==> config.mk <==
export PLATFORM = sky130hd
export DESIGN_NAME = calc_seq_ctrl
export DESIGN_NICKNAME = d
export VERILOG_FILES = /design/src/rtl/calc_seq_ctrl.sv
export SDC_FILE = /design/constraint.sdc
export NUM_CORES = 1
export LEC_CHECK = 0
export CORE_ASPECT_RATIO = 1.5
export CORE_MARGIN = 2
export CORE_UTILIZATION = 47
export DETAILED_ROUTE_END_ITERATION = 10
export PLACE_DENSITY = 0.76
export SYNTH_ARGS = -nofsm -noshare
export SYNTH_HDL_FRONTEND = slang
export SYNTH_SLANG_ARGS = --single-unit
==> constraint.sdc <==
create_clock -name clk -period 1.7 [get_ports clk]
set_clock_uncertainty 0.05 [all_clocks]
set_input_delay 0.34 -clock clk [delete_from_list [all_inputs] [get_ports clk]]
set_output_delay 0.34 -clock clk [all_outputs]
set_load 0.01 [all_outputs]
==> src/rtl/calc_seq_ctrl.sv <==
// Sequencing controller for the 4-bit add/subtract calculator datapath.
// Optional accumulator mode (chain on previous result) is enabled by defining CALC_ACCUM_EN.
`timescale 1ns/1ps
module calc_seq_ctrl #(
  parameter int unsigned SETTLE_CYC = 1
) (
  input  logic       clk,
  input  logic       rst_n,
  input  logic [3:0] sw,
  input  logic       sub_sw,
  input  logic       key_enter,
  input  logic       key_clear,
  input  logic [4:0] sum_in,
  output logic [3:0] a_out,
  output logic [3:0] b_out,
  output logic       sub_out,
  output logic [4:0] result,
  output logic       neg,
  output logic       res_valid,
  output logic       done,
  output logic [1:0] state
);

  typedef enum logic [1:0] {
    StLoadA = 2'd0,
    StLoadB = 2'd1,
    StExec  = 2'd2,
    StShow  = 2'd3
  } state_e;

  localparam logic [2:0] SettleInit = 3'(SETTLE_CYC);

  state_e     state_q;
  logic [3:0] a_q;
  logic [3:0] b_q;
  logic       sub_q;
  logic [4:0] result_q;
  logic       neg_q;
  logic       res_valid_q;
  logic       done_q;
  logic [2:0] cnt_q;

  // Two synchronizer stages plus one history stage for edge detection.
  logic [2:0] enter_sync_q;
  logic [2:0] clear_sync_q;
  logic       enter_p;
  logic       clear_p;

  always_ff @(posedge clk or negedge rst_n) begin
    if (!rst_n) begin
      enter_sync_q <= 3'b000;
      clear_sync_q <= 3'b000;
    end else begin
      enter_sync_q <= {enter_sync_q[1:0], key_enter};
      clear_sync_q <= {clear_sync_q[1:0], key_clear};
    end
  end

  assign enter_p = enter_sync_q[1] & ~enter_sync_q[2];
  assign clear_p = clear_sync_q[1] & ~clear_sync_q[2];

  always_ff @(posedge clk or negedge rst_n) begin
    if (!rst_n) begin
      state_q     <= StLoadA;
      a_q         <= 4'd0;
      b_q         <= 4'd0;
      sub_q       <= 1'b0;
      result_q    <= 5'd0;
      neg_q       <= 1'b0;
      res_valid_q <= 1'b0;
      done_q      <= 1'b0;
      cnt_q       <= 3'd0;
    end else begin
      done_q <= 1'b0;
      if (clear_p) begin
        // Clear outranks a simultaneous enter, which is simply dropped.
        state_q     <= StLoadA;
        a_q         <= 4'd0;
        b_q         <= 4'd0;
        sub_q       <= 1'b0;
        result_q    <= 5'd0;
        neg_q       <= 1'b0;
        res_valid_q <= 1'b0;
        cnt_q       <= 3'd0;
      end else begin
        case (state_q)
          StLoadA: begin
            if (enter_p) begin
              a_q     <= sw;
              state_q <= StLoadB;
            end
          end
          StLoadB: begin
            if (enter_p) begin
              b_q     <= sw;
              sub_q   <= sub_sw;
              cnt_q   <= SettleInit;
              state_q <= StExec;
            end
          end
          StExec: begin
            if (cnt_q <= 3'd1) begin
              result_q    <= sum_in;
              neg_q       <= sub_q & sum_in[4];
              done_q      <= 1'b1;
              res_valid_q <= 1'b1;
              state_q     <= StShow;
            end else begin
              cnt_q <= cnt_q - 3'd1;
            end
          end
          StShow: begin
            if (enter_p) begin
              res_valid_q <= 1'b0;
`ifdef CALC_ACCUM_EN
              a_q         <= result_q[3:0];
              state_q     <= StLoadB;
`else
              state_q     <= StLoadA;
`endif
            end
          end
          default: state_q <= StLoadA;
        endcase
      end
    end
  end

  assign a_out     = a_q;
  assign b_out     = b_q;
  assign sub_out   = sub_q;
  assign result    = result_q;
  assign neg       = neg_q;
  assign res_valid = res_valid_q;
  assign done      = done_q;
  assign state     = state_q;

endmodule

# Word level (Yosys, flattened, before mapping)
# Cells that the tools add are included.
# classes
n_reduce_logical	14
muxes	31
bitwise_logic	5
n_addsub	1
n_lt_le_gt_ge	1
eq_ne	8
# op_table
cell	count
$mux W4	5
$mux W5	3
$ne A3 B3 Y1 const B	5
$mux W1	12
$mux W2	5
$reduce_bool A2 Y1	5
$mux W3	3
$pmux W2 S4	1
$pmux W3 S2	1
$reduce_and A2 Y1	3
$reduce_and A3 Y1	2
$reduce_bool A3 Y1	2
$eq A2 B2 Y1 const B	2
$reduce_and A4 Y1	1
$and A1 B1 Y1	3
$le A3 B1 Y1 const B	1
$sub A3 B1 Y3 const B	1
$eq A2 B1 Y1 const B	1
$logic_not A2 Y1	1
$not A1 Y1	2
$pmux W1 S2	1
# totals
wordCells	71
register_bits	28
out_inout_bits	19

# Logic depth before layout (Yosys ltp)
# Gate-level depths: netlist of run 1.
# logic_depth
depth_word	5
depth_mapped	6
depth_no_buf	6

# Least setup slack after synthesis of run 1
# Ideal clock, no wire load.
# synth_timing
path_type	register -> register
startpoint	reg state_q[0] (netlist: state[0])
endpoint	reg cnt_q[2]
required_time_ns	1.522
setup_time_ns	0.128
path_buffers	0
t_arrival_ns	1.450
period_less_slack_ns	1.628
path_slack_ns	0.072
path_stages_with_launch	7
path_cell_list	dfrtp_1 -> inv_1 -> ha_1 -> nor2b_1 -> a211o_1 -> a2bb2oi_1 -> o22ai_1
# synth_via
elab_chain_cells	3
word_cells_on_any_way	8
classes_between	eq/ne (4); mux (2); reduce/logical (2)
# synth_lines
element	line_no	source
start, declared	33	state_e state_q;
start signal, assigned	64	state_q <= StLoadA;
start signal, assigned	77	state_q <= StLoadA;
start signal, assigned	90	state_q <= StLoadB;
$eq A2 B2 Y1 / $eq A2 B1 Y1 (equally long branches)	86	case (state_q)
$ne A3 B3 Y1 (no source line), or another cell as far along	-	
$reduce_and A3 Y1 (no source line) / $mux W3 (equally long branches)	-	
end signal, assigned	97	cnt_q <= SettleInit;
end signal, assigned	109	cnt_q <= cnt_q - 3'd1;
end, declared	41	logic [2:0] cnt_q;
# Several ways; a longest one is shown, not always the timed one.
# A chain may end at the register's enable or synchronous reset.

# Final worst setup path of run 1
# layout_timing
startpoint	reg res_valid_q (netlist: res_valid)
endpoint	out res_valid
# layout_lines
element	line_no	source
start, declared	39	logic res_valid_q;
start signal, assigned	70	res_valid_q <= 1'b0;
start signal, assigned	83	res_valid_q <= 1'b0;
start signal, assigned	106	res_valid_q <= 1'b1;
end, declared	19	output logic res_valid,
# No word-level cell between the ends.

==> out/metrics.cfg, run 1 <==
[power]
power.density_nw_per_um2=1410
power.leakage_nw=0.764
peakVddDrop_mv=0.978

[finish]
final_util_pct=66.4
fin_area_sq_um=1650
drive_above_1_share_pct=10.6
fin_nets=180
finalNonFillerCells=184
antenna_cells=0
area_growth_pct=34.2

[timing]
finalSetupTns_ns=0
fin_ws_ns=0.0415
fmax_mhz=603
drv_slew=0
slew-limit-headroom_pct=67.6
timing.final.hold_violations=0
fin_crit_ns=1.66
tightest_slew_ns=0.485
rsz0062_at_grt=no
layout_worst_path_cycle_share_pct=97.6
setup_viol=0

[cts]
cts_tree=built
numCtsBuffers=3
hold_buffers=0
clk_pin_slew_ns=0.14
root_buffer=clkbuf_4
clkLatencyLatePin_ns=0.32
cts_sinks=28
htree_levels=1
clockBufferDepth=2

[worst_setup_path]
cp_slowest_cell=clkdlybuf4s50_1
critPathBufInv=1
crit_path_start=res_valid
crit_family=buffers and inverters
crit-reg2reg-capture=cnt_q[1]
crit_required_ns=1.31
cp_cell_sequence=clkdlybuf4s50_1
worstPathArrival_ns=1.27
worstReg2RegStart=state[0]
cp-start-kind=flop
crit_path_end_kind=primary output
crit_type=reg2out
path_max_fanout=3
crit_path_max_incr_delay_ns=0.55
rr_worst_depth=6
r2r_slack_ns=0.09

[route]
drt_iter0_markers=33
postRouteAntennaNets=0
via_per_inst=5.40
via_count=993
first_pass_iters=4
drc=0
wirelength_um=2570
wire_per_inst_um=14.0

[floorplan]
die_h_um=66.6
core.rowCount=22
dieArea_sq_um=3040
start_util_pct=49.5
die_w_um=45.7
ios=33
core-area_sq_um=2480

[grt]
grt_pass1_wl_um=4040
grt_antenna_before_repair=0
grt_max_degree=29
grt_pass1_vias=945
grtUsageTotal_pct=18.3
grt-ovfl-total=0

[placement]
dpl.hpwl_um=1880
portBuffers=32
dp_slack_ns=0.0669
place_inst=178
place_area_sq_um=1580
gp_congestion=0.796

[flow_run]
max-cap-violations=0

[logic_synthesis]
seq_area_frac_synth_pct=57.1
synth-seq-cells=28
postSynthAreaPerCell_sq_um=10.1
syn_area_sq_um=1230
synthCells=122
yosys_warnings=0
synth_cell_types=28
postSynthNetCount=141

[worst_hold_path]
hold_class=in2async

[outcome]
outcome=finished clean

stage by stage:
step	total power [mW]	hold WS (ns)
2_1_floorplan	1.50	-0.00559
3_3_place_gp	1.95	0.282
3_5_place_dp	2.01	0.290
4_1_cts	2.34	0.323
5_1_grt	2.49	0.325
6_report	2.33	0.316
worst max-delay path by stage:
| stage | end | slack, ns | depth (start not counted) |
|---|---|---|---|
| final | res_valid | 0.04 | 1 |
| after global routing | res_valid | 0.004 | 1 |
| after CTS | state[0] | 0.002 | 1 |
| after detailed placement | cnt_q[2] | 0.07 | 6 |
| after global placement | cnt_q[2] | 0.17 | 6 |
| after floorplan | cnt_q[2] | 0.07 | 6 |
repair_timing:
| item | CTS | global route |
|---|---|---|
| resized for setup | 1 | 4 |
| setup endpoints to repair | 2 | 6 |
| buffers inserted | 2 | 0 |
cells by family after synthesis:
kind of cell	Yosys count	share of synthesized area [%]
multiplexers	1	0.816
AND/OR/NAND/NOR	48	17.8
buffers and inverters	10	4.18
adder cells (fa/ha/maj)	5	5.10
AO/OA/AOI/OAI	30	15.0
flip-flops	28	57.1
cells in the final DEF (no fill, tap or decap):
cell / count
nor2_1: 4
clkbuf_4: 3
dfrtp_1: 28
dlymetal6s2s_1: 2
inv_1: 5
clkdlybuf4s50_1: 29
o21a_4: 1
buf_4: 7
a211o_1: 1
ha_2: 1
nor2b_4: 1
and3_1: 1
or3_4: 1
o21ai_0: 8
clkbuf_8: 1
nor2b_1: 2
o21a_1: 1
nand2b_1: 1
ha_1: 4
a2bb2oi_2: 1
nand2_1: 31
mux2i_1: 1
nor3_1: 1
nand3_1: 5
and2_0: 1
dlygate4sd2_1: 1
a21oi_1: 13
o31ai_1: 1
a21oi_2: 1
a2bb2oi_1: 1
o22ai_1: 1
a22oi_1: 1
flip-flops by register name, summed over array words and instances (netlist names):
| name | count |
|---|---|
| neg | 1 |
| result | 5 |
| a_out | 4 |
| clear_sync_q | 3 |
| b_out | 4 |
| enter_sync_q | 3 |
| done | 1 |
| res_valid | 1 |
| cnt_q | 3 |
| sub_out | 1 |
| state | 2 |
cells in the mapped netlist, drive strengths merged:
cell type  instances  share of area (%)
nand3              5                2.0
ha                 5                5.1
a211o              1               0.71
o21ai              8                3.3
o31ai              1               0.61
nand2             31                9.5
nand2b             1               0.51
buf                4                2.3
a2bb2oi            2                1.4
nor3               1               0.41
a22oi              1               0.61
mux2i              1               0.82
clkbuf             1               0.31
o21a               2                1.8
or3                1               0.92
inv                5                1.5
and2               1               0.51
dfrtp             28                 57
and3               1               0.51
nor2               4                1.2
a21oi             14                6.0
nor2b              3                2.1
o22ai              1               0.51
cell type report:
type | instances | area (sq um)
repair buffers | 39 | 377
inverters | 5 | 18.8
flip-flops and latches | 28 | 701
clock buffers | 4 | 36.3
well taps | 24 | 30.0
fillers | 203 | 832
multi-input cells | 84 | 483
per-layer routing:
layer	vias up	track usage, %	routed length [um]
met2	30	32.2	1310
li1	482	-	-
met1	476	21.0	1080
met3	5	2.17	142
met5	-	0	0
met4	0	8.57	44
where the power goes:
part	switching, mW	internal, mW
logic	0.504	0.572
clock network	0.180	0.131
registers	0.102	0.836
total	0.786	1.54
(Power assumes the default switching activity.)
==> run 2: changes to the inputs <==
GPL_ROUTABILITY_DRIVEN = 0   (was unset)
==> results of run 2 <==
Same layout as run 1: the final DEF is identical, and so are final timing and power.
==> run 3: changes to the inputs <==
PLACE_DENSITY = 0.75   (was 0.76)
==> run 3 against run 2 <==
Compared with the run above:
- fmax fell by 0.21%
- first-iteration DRC count fell by 30%
- die area did not move
- routed wire length rose by 4.6%
- global-route usage rose by 1.8 points
- clock power rose by 38%
- highest routed layer unchanged
==> out/metrics.cfg, run 3 (synthesis results as in run 1) <==
[worst_setup_path]
crit_required_ns=1.87
worstReg2RegStart=state[1]
path_max_fanout=6
rr_worst_depth=6
crit_path_end_kind=flop
r2r_slack_ns=0.04
crit_type=reg2reg
crit-reg2reg-capture=cnt_q[2]
worstPathArrival_ns=1.83
cp-start-kind=flop

[timing]
setup_viol=0
timing.final.hold_violations=0
drv_slew=0
layout_worst_path_cycle_share_pct=97.8
finalSetupTns_ns=0
fin_crit_ns=1.66
fmax_mhz=602
fin_ws_ns=0.0379
fin_hold_ws_ns=0.309
rsz0062_at_grt=no
slew-limit-headroom_pct=67.9
tightest_slew_ns=0.481

[finish]
finalNonFillerCells=186
final_cell_mix=nand2_1, dfrtp_1, clkdlybuf4s50_1
fin_nets=182
layout_commonest_cell=nand2_1
area_growth_pct=36.8
antenna_cells=0
drive_above_1_share_pct=11.7
fill_cells=204
largest_reg_flops=5

[floorplan]
die_h_um=66.6
die_w_um=45.7
start_util_pct=49.5
dieArea_sq_um=3040
ios=33
core-area_sq_um=2480
core.rowCount=22

[cts]
numCtsBuffers=3
root_buffer=clkbuf_4
hold_buffers=0
clockBufferDepth=2
htree_levels=1
clk_pin_slew_ns=0.15
cts_tree=built
clkLatencyLatePin_ns=0.33
cts_sinks=28

[route]
first_pass_iters=4
wire_per_inst_um=14.4
via_per_inst=5.41
drc=0
drt_iter0_markers=23
via_count=1006
postRouteAntennaNets=0
wirelength_um=2690

[flow_run]
max-cap-violations=0

[grt]
grt_pass1_wl_um=4460
grtUsageTotal_pct=20.1
grt_max_degree=29
grt_antenna_before_repair=0
grt-ovfl-total=0
grt_pass1_vias=1024

[power]
power.leakage_nw=0.803
power.density_nw_per_um2=1470
peakVddDrop_mv=0.887

[placement]
place_inst=178
dp_slack_ns=-0.00401
dpl.hpwl_um=1970
portBuffers=32

[worst_hold_path]
hold_class=in2async

[outcome]
outcome=finished clean

## run 3: final cells by class
class,instances,area [sq um],area share (%)
inverter,5,18.8,1.12
clock buffer,3,22.5,1.34
timing repair buffer,41,393,23.4
tap,24,30.0,1.79
sequential,28,701,41.8
clock inverter,1,30.0,1.79
multi-input combinational,84,483,28.8
## run 3: per-layer routing
metal / GRT usage (%) / part of all wire, % / wire [um]
met2: 36.3 / 55 / 1470
met3: 2.71 / 5.4 / 146
met5: 0 / 0 / 0
met4: 7.50 / 0.86 / 23
met1: 22.9 / 39 / 1040
## run 3: worst max-delay path by stage
stage	cells after the start	slack [ns]	to	from
floorplan	6	0.07	cnt_q[2]	state[0]
global placement	6	0.16	cnt_q[2]	state[0]
detailed placement	6	-0.004	cnt_q[2]	state[0]
CTS	6	0.01	cnt_q[2]	state[1]
global route	6	0.006	state[1]	state[0]
finish	6	0.04	cnt_q[2]	state[1]
## run 3: repair_timing
item	CTS	global route
resized for setup	3	4
setup endpoints to repair	3	6
buffers inserted	2	2
hold endpoints to repair	0	0
gates cloned	0	0
pin swaps	0	0
## run 3: report_power, final
group	switching (mW)	internal [mW]
clock network	0.189	0.239
registers	0.0994	0.836
logic	0.522	0.588
total	0.811	1.66
## run 3: critical path, stage by stage, from the launching register on
cell and delay [ns]:
dfrtp_1 0.44, inv_1 0.12, ha_2 0.23, nor2b_1 0.06
a211o_1 0.36, a2bb2oi_2 0.18, o22ai_1 0.11
## run 3: stage by stage
stage | util, % | total power [mW] | area, sq um
2_1_floorplan | - | 1.50 | 1230
3_3_place_gp | 63.8 | 1.95 | 1580
4_1_cts | 66.6 | 2.46 | 1650
6_report | 67.7 | 2.47 | 1680
3_5_place_dp | 63.8 | 2.01 | 1580
5_1_grt | 67.7 | 2.64 | 1680
